<file path="src/rtl/mod_n_updown_counter.sv">
// Cascadable modulo-N up/down counter with lookahead carry/borrow, wrap or saturate policy.
// Define MOD_N_COUNTER_BCD_EN to add a registered BCD shadow of count (requires MODULUS <= 100).
module mod_n_updown_counter #(
    parameter int MODULUS = 60,
    parameter int WIDTH   = 6,
    parameter int WRAP    = 1
) (
    input  logic             clk,
    input  logic             rst_n,
    input  logic             enable,
    input  logic             clear,
    input  logic             load,
    input  logic [WIDTH-1:0] load_value,
    input  logic             dir,
    output logic [WIDTH-1:0] count,
    output logic             carry_out,
    output logic             borrow_out,
    output logic             at_max,
    output logic             at_min,
    output logic             load_err,
    output logic [7:0]       count_bcd
);

    // MODULUS-1 always fits in WIDTH bits, so no compare needs an extra bit
    localparam logic [WIDTH-1:0] MAX_V   = WIDTH'(MODULUS - 1);
    localparam bit               WRAP_EN = (WRAP != 0);

    logic [WIDTH-1:0] count_q, count_d;
    logic             load_err_q, load_err_d;
    logic             load_clamp;

    assign at_max     = (count_q == MAX_V);
    assign at_min     = (count_q == '0);
    assign load_clamp = (load_value > MAX_V);

    assign carry_out  = WRAP_EN && enable &&  dir && at_max && !clear && !load;
    assign borrow_out = WRAP_EN && enable && !dir && at_min && !clear && !load;

    always_comb begin
        count_d    = count_q;
        load_err_d = 1'b0;
        if (clear) begin
            count_d = '0;
        end else if (load) begin
            count_d    = load_clamp ? MAX_V : load_value;
            load_err_d = load_clamp;
        end else if (enable) begin
            if (dir) begin
                if (at_max) count_d = WRAP_EN ? '0 : count_q;
                else        count_d = count_q + WIDTH'(1);
            end else begin
                if (at_min) count_d = WRAP_EN ? MAX_V : count_q;
                else        count_d = count_q - WIDTH'(1);
            end
        end
    end

    always_ff @(posedge clk or negedge rst_n) begin
        if (!rst_n) begin
            count_q    <= '0;
            load_err_q <= 1'b0;
        end else begin
            count_q    <= count_d;
            load_err_q <= load_err_d;
        end
    end

    assign count    = count_q;
    assign load_err = load_err_q;

`ifdef MOD_N_COUNTER_BCD_EN
    if (MODULUS > 100) begin : g_bcd_range_err
        $error("mod_n_updown_counter: BCD shadow needs MODULUS <= 100");
    end

    localparam logic [7:0] MAX_BCD = 8'((((MODULUS - 1) / 10) * 16) + ((MODULUS - 1) % 10));

    // Compare ladder for the load path; avoids a divider on the preset value
    function automatic logic [7:0] to_bcd(input logic [WIDTH-1:0] v);
        logic [31:0] vw;
        logic [3:0]  tens;
        vw   = 32'(v);
        tens = 4'd0;
        for (int t = 1; t < 10; t++)
            if (vw >= 32'(t * 10)) tens = 4'(t);
        return {tens, 4'(vw - 32'(tens) * 32'd10)};
    endfunction

    logic [7:0] bcd_q, bcd_d, bcd_inc, bcd_dec;

    always_comb begin
        bcd_inc = (bcd_q[3:0] == 4'd9) ? {bcd_q[7:4] + 4'd1, 4'd0}
                                       : {bcd_q[7:4], bcd_q[3:0] + 4'd1};
        bcd_dec = (bcd_q[3:0] == 4'd0) ? {bcd_q[7:4] - 4'd1, 4'd9}
                                       : {bcd_q[7:4], bcd_q[3:0] - 4'd1};
        bcd_d = bcd_q;
        if (clear) begin
            bcd_d = 8'h00;
        end else if (load) begin
            bcd_d = load_clamp ? MAX_BCD : to_bcd(load_value);
        end else if (enable) begin
            if (dir) begin
                if (at_max) bcd_d = WRAP_EN ? 8'h00 : bcd_q;
                else        bcd_d = bcd_inc;
            end else begin
                if (at_min) bcd_d = WRAP_EN ? MAX_BCD : bcd_q;
                else        bcd_d = bcd_dec;
            end
        end
    end

    always_ff @(posedge clk or negedge rst_n) begin
        if (!rst_n) bcd_q <= 8'h00;
        else        bcd_q <= bcd_d;
    end

    assign count_bcd = bcd_q;
`else
    assign count_bcd = 8'h00;
`endif

endmodule

</file>
<file path="config.mk">
export PLATFORM = sky130hd
export DESIGN_NAME = mod_n_updown_counter
export DESIGN_NICKNAME = d
export VERILOG_FILES = /design/src/rtl/mod_n_updown_counter.sv
export SDC_FILE = /design/constraint.sdc
export NUM_CORES = 1
export LEC_CHECK = 0
export ABC_CLOCK_PERIOD_IN_PS = 1650
export CAP_MARGIN = 20
export CORE_MARGIN = 5
export CORE_UTILIZATION = 42
export CTS_BUF_LIST = sky130_fd_sc_hd__clkbuf_16
export CTS_CLUSTER_DIAMETER = 120
export CTS_CLUSTER_SIZE = 20
export DETAILED_ROUTE_END_ITERATION = 6
export PLACE_DENSITY_LB_ADDON = 0.12
export REMOVE_ABC_BUFFERS = 1
export SYNTH_ARGS = -nofsm -noshare
export SYNTH_HDL_FRONTEND = slang
export SYNTH_SLANG_ARGS = --single-unit
</file>
<file path="constraint.sdc">
create_clock -name clk -period 1.65 [get_ports clk]
set_input_delay 0.2475 -clock clk [delete_from_list [all_inputs] [get_ports clk]]
set_output_delay 0.2475 -clock clk [all_outputs]
set_load 0.005 [all_outputs]
</file>
== Yosys cells after proc, flatten, opt, wreduce, memory -nomap -nowiden ==
Cells that the tools add are included.

* Reductions and logical operators: 13
* Multiply operators: 0
* Equality and inequality tests: 1
* Add/sub/neg operators: 2
* Multiplexer cells: 9
* Shifts and indexed selects: 0
* Magnitude comparators: 1
* Divide/modulo/power cells: 0
* Bitwise gates (word level): 0

{| class="wikitable"
|+ Operators by type and width
! operator !! count
|-
| 6-bit 2-to-1 mux || 7
|-
| 1-bit logical AND || 8
|-
| 6-bit by 1-bit adder with 6-bit output (second input constant) || 1
|-
| 6-bit equality test (second input constant) || 1
|-
| 6-bit > comparator (second input constant) || 1
|-
| 6-bit logical NOT || 1
|-
| 6-bit by 1-bit subtractor with 6-bit output (second input constant) || 1
|-
| 1-bit logical NOT || 3
|-
| 3-bit nonzero test || 1
|-
| 1-bit 2-to-1 mux || 2
|}

* Register bits after elaboration: 7
* Output and inout bits: 19
* Input bits: 12
* Logic and storage cells: 28
* Latch bits: 0
* ROM bits: 0
* Memories kept: 0
* RAM bits: 0

== Longest topological paths before layout ==
* Depth in word-level cells: 6
* Gate-level depth with buffers: 6
* Mapped depth without buffers: 6

== Least setup slack after synthesis ==
Ideal clock, no wire load.

* Path kind: register to register
* From: register count_q[0], in the netlist count[0]
* To: register count_q[4], in the netlist count[4]
* Required time: 1.509 ns
* Cell stages (with the launch flop): 7
* Path slack: 0.089 ns
* Period minus slack after synthesis: 1.561 ns
* Data arrival time: 1.420 ns
* Cell sequence: dfrtp_1 inv_1 ha_1 nor2b_1 o311a_1 o221ai_1 a221oi_1

* Longest elaborated chain between the ends: 6
* Elaborated cells on any way between the ends: 10
* Those cells by class: 2 x add/sub; 1 x eq/ne; 6 x mux; 1 x reduce/logical

{| class="wikitable"
|+ RTL lines
! element !! RTL line !! source
|-
| from (decl) || 28 || <nowiki>logic [WIDTH-1:0] count_q, count_d;</nowiki>
|-
| from (signal assigned) || 63 || <nowiki>count_q <= count_d;</nowiki>
|-
| 6-bit by 1-bit subtractor with 6-bit output, or another cell as far along || 53 || <nowiki>else count_d = count_q - WIDTH'(1);</nowiki>
|-
| 6-bit 2-to-1 mux (on tied branches) || 52, 49 ||
|-
| 6-bit 2-to-1 mux (*) || 48 || <nowiki>if (dir) begin</nowiki>
|-
| 6-bit 2-to-1 mux (*) || 47 || <nowiki>end else if (enable) begin</nowiki>
|-
| 6-bit 2-to-1 mux (*) || 44 || <nowiki>end else if (load) begin</nowiki>
|-
| 6-bit 2-to-1 mux (*) || 42 || <nowiki>if (clear) begin</nowiki>
|}

Mark *: on every way between the ends. The rest lies on a longest branch, timed or not. The select of a mux whose other input is x is not followed.
A chain may end at the register's enable or synchronous reset.

== Worst setup path after layout ==
Ends and elaborated chain as after synthesis.

==> results.md <==
* Top cells by count, synth: buf_4, a21oi_1, dfrtp_1, inv_1, nor2_1
* CTS Sinks at 7
* WL/cell at 15.2 um
* WP data arrival at 1.80 ns
* Crit path max fanout at 4
* CP startpoint: count[0]
* Site Rows at 15
* Cell Area, Synth at 774 um2
* GRT Total Usage at 0.203
* YS warnings at 0
* Synth Flop Type: dfrtp_1
* First-pass GRT wire length at 4110 um
* EDFF count, synth at 0
* Largest net degree at the start of global routing at 15
* Synth Area in Simple Gates at 0.241
* Startpoint types: register
* Worst Setup End Kind: register
* Htree depth at 1
* # setup viols final at 3
* Sequential share of the synthesized area at 0.226
* Post-route minimum period at 1.70 ns
* WP data required at 1.75 ns
* Slowest cell delay on critical path at 0.38 ns
* Worst Hold Class: input pin to asynchronous set/reset pin
* Final Max Tran Viols at 0
* Clock Latency Late Sink at 0.23 ns
* Area after DPL at 1130 um2
* ANT cells at 0
* Hold buffer count at cts at 0
* DRC at 0
* Leakage at 0.574 nW
* Vias in the first global route at 966
* Yosys top cell by area: dfrtp_1
* Die width at 52.9 um
* Die area at 2800 um2
* Skew final at 0.000651 ns
* Nets at 158
* PD cells at 729 nW/um2
* #FFs+latches synth at 7
* Endpoints failing hold at 0
* Failing checks: negative setup slack
* Top-count cell post-synth: buf_4
* Post-route setup TNS at -0.0747 ns
* Xor/xnor cell area share of the yosys netlist at 0.0339
* CORE AREA at 1750 um2
* Final worst setup slack at -0.0453 ns
* Adder-cell share of the synthesized area at 0.0485
* Final Wtd Congestion at 0.870
* Fin crit share at 1.03
* Worst r2r dst: count[4]
* Syn Area/Cell at 7.90 um2
* Largest family of logic cells by synthesized area: compound AO/OA/AOI/OAI gates
* Crit Path Category: register to register
* MaxCap Viol Count at 0
* Area Overhead vs Synth at 67.5%
* RSZ-0062 raised after global routing: true
* Final Cell Area at 1300 um2
* Dpl hpwl at 1790 um
* Netlist cell types at 42
* Post-Layout Cell Count at 167
* Clock tree buffer depth at 2
* 1st-iter DRT viols at 23
* Max Freq at 0.590 GHz
* Dpl cells at 161
* Initial core utilization at 0.444
* Synth top area share at 0.226
* Post-DRT Antenna Nets at 0
* Leading post-synthesis cells by cell area: dfrtp_1, buf_4, a21oi_1
* Fin util at 0.743
* Post-synthesis compound-gate area fraction at 0.262
* Crit-path cells: buf_6 > inv_4 > buf_4 > ha_1 > o311a_1 > o221ai_2 > a221oi_2
* PortBufs at 22
* Via count at 911
* Root buf cell: clkbuf_16
* Clk slew on worst S/H paths at 0.04 ns
* Share of layout cells above drive strength 1 at 0.331
* Gr ovfl total at 0
* Post-synthesis mux area share at 0.0129
* Slowest-stage cell, CP: dfrtp_1
* CTS tree: yes
* Synth async-reset ratio at 1.00
* FF-to-FF path depth at 7
* Worst R2R Setup Slack at -0.05 ns
* Total CTS buffers at 3
* Gate Count Post-Synth at 98
* VDD IR max at 658 uV
* Die Y at 52.9 um
* Via/cell ratio at 5.46
* Status: complete, but fails checks
* Reg2reg start: count[0]
* # IOs at 31
* Drt first pass iters at 4
* Initial antenna violation count at 0
* Total Routed Length at 2540 um
-- kinds of logic after synthesis --
logic type,Yosys count
AO/OA/AOI/OAI,28
XOR/XNOR,3
AND/OR/NAND/NOR,32
buffers and inverters,23
multiplexers,1
flip-flops,7
other,1
adder cells (fa/ha/maj),3
-- where the power goes --
group | total (mW) | internal [mW] | switching, mW
clock | 0.410 | 0.315 | 0.0947
combinational | 0.336 | 0.185 | 0.152
sequential | 0.200 | 0.184 | 0.0151
-- per-layer routing --
metal	part of all wire	global-route usage	wire, um
met3	0.068	0.0592	172
met5	0	0	0
met4	0.010	0.0638	26
met2	0.52	0.376	1310
met1	0.41	0.219	1030
-- worst max-delay path, delay by kind of cell, from the launching register on --
| kind | cells | cell delay (ns) |
|---|---|---|
| DFF | 1 | 0.38 |
| buffers and inverters | 3 | 0.28 |
| adders and majority gates | 1 | 0.23 |
| AOI/OAI and AO/OA | 3 | 0.67 |
-- how the worst max path moves through the flow --
| stage | end | slack [ns] | depth (start not counted) |
|---|---|---|---|
| 2_1_floorplan | count[4] | 0.09 | 6 |
| 3_3_place_gp | borrow_out | -0.20 | 5 |
| 3_5_place_dp | borrow_out | -0.23 | 6 |
| 4_1_cts | at_min | -0.008 | 8 |
| 5_1_grt | count[4] | -0.09 | 7 |
| 6_report | count[4] | -0.05 | 7 |
-- layout by cell type (no fill, tap or decap), drive strengths merged, types with 2 or more instances in the layout --
cell           instances
nand4                  2
a21oi                  8
nand3                  4
inv                    8
buf                   31
a311oi                 3
clkdlybuf4s50         18
nand2                  4
clkbuf                 3
dfrtp                  7
ha                     3
nor3b                  3
nor2                   5
nor3                   4
xor2                   2
o21ai                  3
conb                   8
o211ai                 2
nor2b                  3
-- sequential cells by signal, indices dropped and copies added (netlist names) --
signal,flops
count,6
load_err,1
-- stage by stage --
step / setup slack (ns) / total power [mW] / hold WS, ns
floorplan: 0.0948 / 0.318 / -0.0481
global placement: -0.200 / 0.484 / 0.544
detailed placement: -0.234 / 0.486 / 0.544
CTS: -0.00791 / 0.930 / 0.296
global route: -0.0865 / 0.985 / 0.311
finish: -0.0453 / 0.946 / 0.292
-- layout make-up --
type | instances | area (um2)
Tap cell | 25 | 31.3
Sequential cell | 7 | 175
Clock inverter | 1 | 3.75
Inverter | 7 | 31.3
Timing Repair Buffer | 49 | 420
Fill cell | 139 | 448
Multi-Input combinational cell | 75 | 561
Clock buffer | 3 | 75.1
-- repair_timing --
action | 4_1_cts | 5_1_grt
gates resized for setup | 30 | 9
endpoints found under the setup margin | 5 | 7
cloned | 0 | 0
buffers inserted | 5 | 0
pin swaps | 4 | 6
Note: power is estimated with default switching activity, not from simulation.
